===== src/rtl/led_anim_sequencer.sv =====
// rtl/led_anim_sequencer.sv - frame step sequencer for the LED pattern decoder (loop/one-shot/ping-pong).
// Optional ping-pong playback is built only when LED_ANIM_PINGPONG_EN is defined.
module led_anim_sequencer #(
  parameter int PRESCALE  = 8,
  parameter int DIV_W     = 24,
  parameter int LAST_STEP = 15
) (
  input  logic       clk,
  input  logic       rst_n,
  input  logic       start,
  input  logic       stop,
  input  logic       pause,
  input  logic [1:0] mode,
  input  logic [2:0] speed,
  output logic [4:0] step,
  output logic       step_adv,
  output logic       dir,
  output logic       busy,
  output logic       done
);

  localparam logic [1:0] S_IDLE  = 2'd0;
  localparam logic [1:0] S_RUN   = 2'd1;
  localparam logic [1:0] S_PAUSE = 2'd2;

  localparam logic [4:0]       LAST = 5'(LAST_STEP);
  localparam logic [DIV_W-1:0] PRE  = DIV_W'(PRESCALE);

  logic [1:0]       state;
  logic [DIV_W-1:0] cnt;
  logic [DIV_W-1:0] shifted;
  logic [DIV_W-1:0] period;
  logic [2:0]       speed_l;
  logic             oneshot_l;
  logic [4:0]       loop_next;

`ifdef LED_ANIM_PINGPONG_EN
  logic pp_l;
  logic dir_q;
  assign dir = dir_q;
`else
  assign dir = 1'b0;
`endif

  // High speed settings can shift the period to zero; clamp to one cycle per frame.
  assign shifted   = PRE >> speed_l;
  assign period    = (shifted == '0) ? DIV_W'(1) : shifted;
  assign busy      = (state != S_IDLE);
  assign loop_next = (step == LAST) ? 5'd0 : step + 5'd1;

  always_ff @(posedge clk or negedge rst_n) begin
    if (!rst_n) begin
      state     <= S_IDLE;
      step      <= 5'd0;
      step_adv  <= 1'b0;
      done      <= 1'b0;
      cnt       <= '0;
      speed_l   <= 3'd0;
      oneshot_l <= 1'b0;
`ifdef LED_ANIM_PINGPONG_EN
      pp_l      <= 1'b0;
      dir_q     <= 1'b0;
`endif
    end else begin
      step_adv <= 1'b0;
      done     <= 1'b0;
      if (stop) begin
        state <= S_IDLE;
        step  <= 5'd0;
        cnt   <= '0;
`ifdef LED_ANIM_PINGPONG_EN
        dir_q <= 1'b0;
`endif
      end else if (start) begin
        state     <= S_RUN;
        step      <= 5'd0;
        cnt       <= '0;
        speed_l   <= speed;
        oneshot_l <= (mode == 2'b01);
`ifdef LED_ANIM_PINGPONG_EN
        pp_l      <= (mode == 2'b10);
        dir_q     <= 1'b0;
`endif
      end else if (state != S_IDLE) begin
        // The release edge already counts, so a pause stretches the period by exactly its length.
        if (pause) begin
          state <= S_PAUSE;
        end else begin
          state <= S_RUN;
          if (cnt != period - DIV_W'(1)) begin
            cnt <= cnt + DIV_W'(1);
          end else begin
            cnt <= '0;
            if (oneshot_l && step == LAST) begin
              state <= S_IDLE;
              done  <= 1'b1;
            end else begin
              step_adv <= 1'b1;
`ifdef LED_ANIM_PINGPONG_EN
              if (pp_l) begin
                if (LAST == 5'd0) begin
                  step <= 5'd0;
                end else if (!dir_q) begin
                  if (step == LAST) begin
                    dir_q <= 1'b1;
                    step  <= LAST - 5'd1;
                  end else begin
                    step <= step + 5'd1;
                  end
                end else begin
                  if (step == 5'd0) begin
                    dir_q <= 1'b0;
                    step  <= 5'd1;
                  end else begin
                    step <= step - 5'd1;
                  end
                end
              end else begin
                step <= loop_next;
              end
`else
              step <= loop_next;
`endif
            end
          end
        end
      end
    end
  end

endmodule


===== config.mk =====
export PLATFORM = sky130hd
export DESIGN_NAME = led_anim_sequencer
export DESIGN_NICKNAME = d
export VERILOG_FILES = /design/src/rtl/led_anim_sequencer.sv
export SDC_FILE = /design/constraint.sdc
export NUM_CORES = 1
export LEC_CHECK = 0
export BUFFER_PORTS_ARGS = -buffer_cell sky130_fd_sc_hd__buf_2
export CORE_MARGIN = 2
export CORE_UTILIZATION = 27
export DETAILED_ROUTE_END_ITERATION = 16
export GPL_TIMING_DRIVEN = 0
export PLACE_DENSITY = 0.54
export SLEW_MARGIN = 20
export SYNTH_ARGS = -nofsm -noshare
export SYNTH_HDL_FRONTEND = slang
export SYNTH_SLANG_ARGS = --single-unit

===== constraint.sdc =====
create_clock -name clk -period 1.8 [get_ports clk]
set_input_delay 0.18 -clock clk [delete_from_list [all_inputs] [get_ports clk]]
set_output_delay 0.18 -clock clk [all_outputs]
set_load 0.01 [all_outputs]

==> results of run 1 <==
==> layout make-up <==
type / count / area [um2] / share of cell area
tap: 99 / 124 / 0.0473
inverter: 5 / 18.8 / 0.00716
sequential: 37 / 930 / 0.355
clock buffer: 8 / 80.1 / 0.0306
multi-input combinational: 157 / 1140 / 0.435
buffer: 10 / 70.1 / 0.0267
timing repair buffer: 38 / 258 / 0.0984
==> worst paths after layout <==
check	cells after the start	endpoint	start	slack (ns)
min in group clk	2	state[0]	stop	0.08
max reg2reg	9	cnt[6]	cnt[18]	-0.20
max	9	cnt[6]	cnt[18]	-0.20
min reg2reg	2	step[4]	step[4]	0.53
max in group asynchronous	1	cnt[3]	rst_n	1.22
min	1	cnt[18]	rst_n	-0.01
==> critical path, cell delays in order, from the launching register on <==
cell and delay, ns:
dfrtp_1 0.41, nor4_2 0.31, nand4_1 0.16, a311o_1 0.31
buf_6 0.14, buf_4 0.13, o21ai_4 0.14, buf_6 0.13
buf_6 0.12, nor2_2 0.04
==> cell families after synthesis <==
family,Yosys count,synth area share
fa+ha+maj,2,0.0126
flops,37,0.465
xor+xnor,18,0.0791
other cells,1,0.00188
mux,3,0.0169
compound gates,35,0.110
simple gates,98,0.276
buf+inv,16,0.0389
==> synth_stat cells (all sizes together), types with 4 or more instances <==
master / instances / share of area
a21oi: 11 / 0.028
and4: 4 / 0.018
buf: 5 / 0.018
clkbuf: 6 / 0.011
dfrtp: 37 / 0.46
inv: 5 / 0.0094
nand2: 16 / 0.030
nand3: 11 / 0.028
nand4: 11 / 0.035
nor2: 26 / 0.049
nor2b: 4 / 0.013
nor4: 6 / 0.030
o21ai: 12 / 0.030
xor2: 15 / 0.066
==> stage by stage <==
step / utilization / setup TNS (ns)
floorplan: - / -0.0711
global placement: 0.306 / -7.48
detailed placement: 0.306 / -7.12
CTS: 0.349 / -1.70
global route: 0.363 / -5.22
finish: 0.363 / -2.56
==> registers in the layout (all words and copies together) (netlist names) <==
register	count
cnt	24
done	1
oneshot_l	1
speed_l	3
state	2
step	5
step_adv	1
==> metal layers <==
metal | vias up | track usage | wire length, um
li1 | 847 | - | -
met1 | 870 | 0.171 | 2300
met2 | 26 | 0.223 | 2520
met3 | 8 | 0.0226 | 111
met4 | 0 | 0.0538 | 89
met5 | - | 0 | 0
==> power by group <==
part | switching [uW] | internal [uW] | total [uW]
registers | 14.9 | 847 | 862
logic | 130 | 106 | 236
clock network | 287 | 275 | 562
==> layout by cell type, fill, tap and decap left out, types with 2 or more instances in the layout <==
cell / synthesis / routed
a2111oi_4: 0 / 2
a21oi_1: 11 / 8
a21oi_2: 0 / 3
a311oi_1: 3 / 3
and3_1: 3 / 3
and4_1: 4 / 3
buf_2: 2 / 18
buf_4: 2 / 19
buf_6: 1 / 7
clkbuf_1: 6 / 6
clkbuf_8: 0 / 5
dfrtp_1: 37 / 34
dfrtp_2: 0 / 3
ha_1: 2 / 2
inv_1: 5 / 5
mux2_2: 3 / 3
nand2_1: 16 / 15
nand3_1: 11 / 11
nand4_1: 11 / 11
nor2_1: 26 / 19
nor2_2: 0 / 7
nor2b_1: 4 / 4
nor3_1: 3 / 3
nor4_2: 1 / 4
nor4_4: 1 / 2
o21ai_0: 12 / 5
o21ai_1: 0 / 2
o21ai_2: 0 / 4
or2_2: 2 / 2
or4_1: 3 / 3
xnor2_1: 3 / 3
xor2_1: 15 / 15
==> timing repair <==
action / 4_1_cts / 5_1_grt
gates cloned: 1 / 0
setup endpoints to repair: 29 / 29
pin swaps: 16 / 5
setup buffers: 14 / 7
gates resized for setup: 34 / 19
==> results.txt, run 1 <==
# setup viols final: 23
Final Cell Area: 2620 um2
fraction of the yosys area taken by sequential cells: 0.465
Ys Warns: 0
failing checks: hold timing, setup timing
Place WS: -0.403 ns
Num CTS Buffers: 5
CTS tree: done
status: finished with violations
first-pass GRT wire length: 8730 um
core area: 7210 um2
synth unique cells: 44
placed cell areas: 2210 um2
clk_lat worst skew: 0.29 ns
Die Span X: 89.9 um
I/O pin cnt: 19
CP arrival: 2.18 ns
worst-path fanout max: 8
Hold Vio Cnt, Final: 15
die height: 89.9 um
Final #Nets: 266
total of max-cap violations: 0
Design Power: 1660 uW
DR iter-0 viols: 127
Layout Cells excl Fill: 354
EDFF count, synth: 0
Hold Slack: -0.0105 ns
root buffer cell: clkbuf_8
Final Wtd Congestion: 0.771
Final WS setup: -0.202 ns
hpwl dp: 3180 um
crit path kind: reg2reg
initial antenna violation count: 0
# rows: 31
DRT Pass-1 Iters: 5
fin crit period: 2.00 ns
FF+latch count, synth: 37
cts hold-fix bufs: 0
max-slew violation count: 0
Starting Density: 0.276
Max VDD drop: 0.203 mV
total congestion overflow: 0
CP required: 1.97 ns
Final ANT Viol Nets: 0
GRT Total Usage: 0.133
largest net degree at the start of global routing: 38
period utilization: 1.11
Routed WL: 5020 um
share of layout cells above drive strength 1: 0.341
Final Skew: 0.00536 ns
clock-pin slew on the worst setup and hold paths: 0.07 ns
Worst Max-Slew Pin Slew: 0.839 ns
Synth Area per Inst: 9.49 um2
fmax: 0.499 GHz
RSZ-0062 raised after global routing: yes
number of global-route vias before repair: 1754
port bufs: 17
FFs w/ async S/R, synth: 1.00
syn_nets: 222
CTS Buffer Depth: 2
area delta synth->final: 31.4%
Avg WL per Cell: 14.2 um
fillcell total: 755
Slew HR: 0.441
Worst Setup End Kind: flop
placed cell count: 326
Top FF cell, synth: dfrtp_1
cells after synthesis: 210
clock tree sinks: 37
Min-Delay Path Class: in2async
total number of vias: 1751
leak pwr: 0.00108 uW
DIE AREA: 8090 um2
PwrDens: 634 nW/um2
synthesized cell area: 1990 um2
H-tree depth: 2
DR vias/cell: 4.95
Setup crit start kind: flop
DRC: 0
number of antenna diodes: 0
No activity file was read; power rests on OpenSTA's default activity.
==> run 2, diff against run 1 <==
- CORE_UTILIZATION: 27 -> 50
- CTS_CLUSTER_DIAMETER: unset -> 30
- PLACE_DENSITY: 0.54 -> 0.82
==> run 2 against run 1 <==
  * The flow finishes with violations (setup timing)
  * Clock power up 5.9%
  * Combinational power increased by 17%
  * Hold slack gained 0.076 ns
  * Non-clock buffer count decreased by 1
  * Largest power group unchanged
==> results.txt, run 2 (synthesis results as in run 1) <==
status: finished with violations
failing checks: setup timing
met2 usage in global routing: 0.384
Final Wtd Congestion: 0.857
Place WS: -0.389 ns
DR iter-0 viols: 177
hpwl dp: 2900 um
CP arrival: 2.26 ns
DRC: 0
Max VDD drop: 0.612 mV
I/O pin cnt: 19
CTS tree: done
fmax: 0.491 GHz
Final #Nets: 265
Final ANT Viol Nets: 0
Avg WL per Cell: 17.7 um
met3 usage in global routing: 0.0683
share of layout cells above drive strength 1: 0.403
Starting Density: 0.532
clk_lat worst skew: 0.30 ns
crit path kind: reg2reg
core area: 3740 um2
Slew HR: 0.453
register bank with the most flops: cnt
busiest grt layer: met2
critical-path cell list: nor4_4 > nand4_1 > a311o_1 > buf_6 > or4b_4 > a21oi_2
total number of vias: 1840
met1 GRT Util: 0.314
DRT Pass-1 Iters: 6
total of max-cap violations: 0
r2r startpoint: cnt[18]
fin crit period: 2.03 ns
worst-path fanout max: 7
fin util: 0.709
slowest cell on the critical path: or4b_4
Worst Reg-to-Reg Cells: 6
port bufs: 17
max incr delay on CP: 0.48 ns
number of global-route vias before repair: 1647
largest net degree at the start of global routing: 38
WHS Endpoint: state[0]
first-pass GRT wire length: 7840 um
Routed WL: 5330 um
DIE AREA: 4510 um2
Final Skew: 0.00772 ns
root buffer cell: clkbuf_8
Setup crit start kind: flop
Num CTS Buffers: 5
number of antenna diodes: 0
clock-pin slew on the worst setup and hold paths: 0.07 ns
Layout Cells excl Fill: 301
CTS Buffer Depth: 2
Worst Hold Depth: 2
leak pwr: 0.00109 uW
area delta synth->final: 33.1%
# setup viols final: 24
largest registers: cnt (24), step (5), speed_l (3)
max-slew violation count: 0
H-tree depth: 2
clock tree sinks: 37
period utilization: 1.13
Final WS setup: -0.235 ns
Worst Setup End Kind: flop
number of flip-flops in the largest register: 24
Worst Max-Slew Pin Slew: 0.821 ns
most common cell after layout, fill and taps aside: dfrtp_1
R2R Path End: step[3]
die height: 67.1 um
total congestion overflow: 0
GRT Total Usage: 0.241
# rows: 22
PwrDens: 655 nW/um2
Hold Vio Cnt, Final: 0
placed cell count: 275
hold_sp: stop
R2R setup slack: -0.23 ns
CP required: 2.02 ns
DR vias/cell: 6.11
Min-Delay Path Class: in2reg
initial antenna violation count: 0
Die Span X: 67.1 um
most frequent cells in the layout: dfrtp_1 (30), buf_2 (18), nand2_1 (15), xor2_1 (15), nor2_1 (13)
RSZ-0062 raised after global routing: yes
==> run 2: cell types whose count changed in the layout (fill, tap and decap cells not counted), sizes merged <==
cell         previous run  this run
buf                    44        42
clkbuf                 12        11
dlygate4sd3             0         1
==> run 2: cell type report <==
type | instances | area [um2]
multi-input combinational | 157 | 1190
fill | 272 | 1090
sequential | 37 | 935
timing repair buffer | 37 | 277
clock buffer | 7 | 86.3
buffer | 10 | 81.3
tap | 48 | 60.1
inverter | 5 | 18.8
==> run 2: power breakdown <==
group	leakage [uW]	total (uW)	switching (uW)	internal, uW
logic	0.000546	277	148	129
registers	0.000496	864	17.2	847
clock network	0.0000443	595	291	304
total	0.00109	1740	457	1280
==> run 2: critical path: cells and delay by family, from the launching register on <==
family | cells | cell delay, ns
compound gates | 2 | 0.45
buf+inv | 1 | 0.15
flops | 1 | 0.43
simple gates | 3 | 0.93
==> run 2: worst max path at each step <==
stage                       start  endpoint  slack (ns)  cells after the start
after floorplan            cnt[8]   step[2]       -0.03                      6
after global placement    cnt[17]    cnt[5]       -0.35                      7
after detailed placement  cnt[17]    cnt[3]       -0.39                      7
after CTS                 cnt[20]   step[3]       -0.24                      6
after global routing       cnt[8]   step[1]       -0.32                      6
final                     cnt[18]   step[3]       -0.23                      6
==> run 2: through the flow <==
stage | setup TNS [ns] | instance area, um2 | power (uW) | hold slack (ns)
2_1_floorplan | -0.0711 | 2000 | 976 | -0.116
3_3_place_gp | -6.31 | 2140 | 1030 | 0.322
3_5_place_dp | -7.36 | 2140 | 1040 | 0.322
4_1_cts | -2.56 | 2400 | 1650 | 0.0635
5_1_grt | -5.18 | 2650 | 1800 | 0.0583
6_report | -3.17 | 2650 | 1740 | 0.0657
==> run 2: timing repair <==
action                                  4_1_cts  5_1_grt
pin swaps                                    13       14
hold buffers                                  1        0
resized for setup                            29       53
endpoints found under the setup margin       29       32
setup buffers                                 9       11
hold endpoints to repair                      1        0
cloned                                        1        0
==> run 2: layer usage <==
layer  routed length, um  vias up
met2                2680       90
met5                   0        -
met4                 160        0
met1                2180      893
met3                 313       17
li1                    -      840
==> run 3, diff against run 2 <==
- ABC_AREA: unset -> 1
- CORE_ASPECT_RATIO: unset -> 1.25
- PLACE_DENSITY: 0.82 -> 0.81
==> run 3 against run 2 <==
  * The run ends with hold timing left
  * Count of clock-buffer cells in the layout fell by 1
  * Cell area grew 1.9%
  * Final cell count rose by 43%
  * Clock power increased by 31%
  * Hold slack got worse by 0.099 ns
  * Routed wire length grew 0.24%
  * Critical path depth up 5
  * Synthesized cell count increased by 64%
  * Via count up 21%
  * Clock skew is 0.0019 ns lower
  * Combinational power shrank 25%
  * Power rose by 6.1%
  * Largest power group unchanged
==> results.txt, run 3 <==
status: finished with violations
failing checks: hold timing
Final Skew: 0.00586 ns
clk_lat worst skew: 0.30 ns
initial antenna violation count: 0
Top FF cell, synth: dfrtp_1
Starting Density: 0.515
most frequent cells in the layout: nand2_1 (116), nor2_1 (51), dfrtp_1 (36), inv_1 (27), nand3_1 (26)
register bank with the most flops: cnt
CTS tree: done
share of layout cells above drive strength 1: 0.168
Final WS setup: 0.169 ns
Total Neg Setup Slack: 0 ns
hpwl dp: 3910 um
fin crit period: 1.63 ns
H-tree depth: 2
Max VDD drop: 0.519 mV
EDFF count, synth: 0
total congestion overflow: 0
Final #Nets: 380
number of global-route vias before repair: 2081
fraction of the yosys area taken by sequential cells: 0.383
FFs w/ async S/R, synth: 1.00
Slew HR: 0.441
Worst Reg-to-Reg Cells: 11
Synth top area share: 0.383
worst-path fanout max: 8
Worst Setup End Kind: flop
Synth Area per Inst: 7.02 um2
Hold Vio Cnt, Final: 37
port bufs: 17
most common cell after layout, fill and taps aside: nand2_1
fillcell total: 460
PwrDens: 682 nW/um2
Routed WL: 5340 um
Setup crit start kind: flop
Hold Slack: -0.0334 ns
fin util: 0.576
synthesized cell area: 2420 um2
leak pwr: 0.00128 uW
number of antenna diodes: 0
largest net degree at the start of global routing: 38
critical-path cell list: buf_6 > nor2_1 > nand2_1 > nor2_1 > nand2_1 > nor2_2 > nand2_2 > nand2_4 > nand2_2 > nand2_1 > nor2_1
WP buf/inv: 1
CP required: 1.99 ns
largest registers: cnt (24), step (5), speed_l (3)
cells after synthesis: 344
Final Wtd Congestion: 0.940
first-pass GRT wire length: 9190 um
total number of vias: 2231
number of flip-flops in the largest register: 24
syn_nets: 356
total of max-cap violations: 0
clock-pin slew on the worst setup and hold paths: 0.08 ns
period utilization: 0.906
DR vias/cell: 5.20
most frequent cell after synthesis: nand2_1
max-slew violation count: 0
Design Power: 1840 uW
Avg WL per Cell: 12.4 um
Num CTS Buffers: 5
top post-synthesis cells by count: nand2_1 (116), nor2_1 (51), dfrtp_1 (37)
Synth area leaders: dfrtp_1 (38%), nand2_1 (18%), nor2_1 (7.9%)
area delta synth->final: 11.9%
GRT Total Usage: 0.222
die height: 81.7 um
synth unique cells: 33
Worst Max-Slew Pin Slew: 0.838 ns
DRC: 0
fmax: 0.613 GHz
top cell type by total area after synthesis: dfrtp_1
r2r startpoint: cnt[18]
Min-Delay Path Class: in2async
PostCTS Resize Cnt: 0
I/O pin cnt: 19
R2R setup slack: 0.17 ns
cts hold-fix bufs: 0
DR iter-0 viols: 147
Place WS: 0.109 ns
Die Span X: 66.2 um
# rows: 28
crit path kind: reg2reg
CP top delay family: simple AND/OR/NAND/NOR gates
slowest cell on the critical path: dfrtp_1
core area: 4690 um2
RSZ-0062 raised after global routing: no
FF+latch count, synth: 37
max incr delay on CP: 0.38 ns
post-CTS setup buffers: 0
CP startpoint: cnt[18]
CTS Buffer Depth: 2
Final ANT Viol Nets: 0
CP arrival: 1.82 ns
DRT Pass-1 Iters: 4
root buffer cell: clkbuf_8
# setup viols final: 0
Ys Warns: 0
DIE AREA: 5410 um2
clock tree sinks: 37
R2R Path End: cnt[6]
run 3: final cells by class:
| cell class | instances | area, um2 | area share |
|---|---|---|---|
| Multi-Input combinational cell | 271 | 1340 | 0.495 |
| Sequential cell | 37 | 927 | 0.343 |
| Inverter | 31 | 120 | 0.0444 |
| Timing Repair Buffer | 17 | 85.1 | 0.0315 |
| Clock buffer | 6 | 82.6 | 0.0306 |
| Tap cell | 60 | 75.1 | 0.0278 |
| Clock inverter | 2 | 37.5 | 0.0139 |
| Buffer | 5 | 36.3 | 0.0134 |
run 3: report_power, final:
group,switching [uW],leakage [uW],internal (uW),total [uW]
clock network,326,0.0000574,451,777
registers,10.3,0.000507,847,857
logic,148,0.000711,61.1,209
total,484,0.00128,1360,1840
run 3: metrics by stage:
stage | hold slack (ns) | instances | cell area [um2]
global route | 0.0519 | 429 | 2700
detailed placement | 0.328 | 421 | 2580
global placement | 0.329 | 421 | 2580
CTS | 0.00297 | 429 | 2700
floorplan | -0.116 | 344 | 2420
finish | -0.0334 | 429 | 2700
run 3: how the worst max path moves through the flow:
| stage | to | slack, ns | cells after the start |
|---|---|---|---|
| after floorplan | cnt[18] | 0.34 | 10 |
| after global placement | cnt[18] | 0.11 | 10 |
| after detailed placement | cnt[18] | 0.11 | 10 |
| after CTS | cnt[18] | 0.07 | 10 |
| after global routing | cnt[9] | 0.005 | 11 |
| final | cnt[6] | 0.17 | 11 |
run 3: routing by layer:
layer | vias up | track usage | wire length [um]
met5 | - | 0 | 0
met4 | 0 | 0.0735 | 117
met3 | 13 | 0.0384 | 246
met2 | 48 | 0.405 | 2670
met1 | 1036 | 0.261 | 2310
li1 | 1134 | - | -
run 3: logic make-up after synthesis:
kind of cell | Yosys count | synth area share
AND/OR/NAND/NOR | 236 | 0.453
flip-flops | 37 | 0.383
buffers and inverters | 36 | 0.0647
AO/OA/AOI/OAI | 24 | 0.0580
XOR/XNOR | 8 | 0.0290
adder cells (fa/ha/maj) | 2 | 0.0104
other | 1 | 0.00155
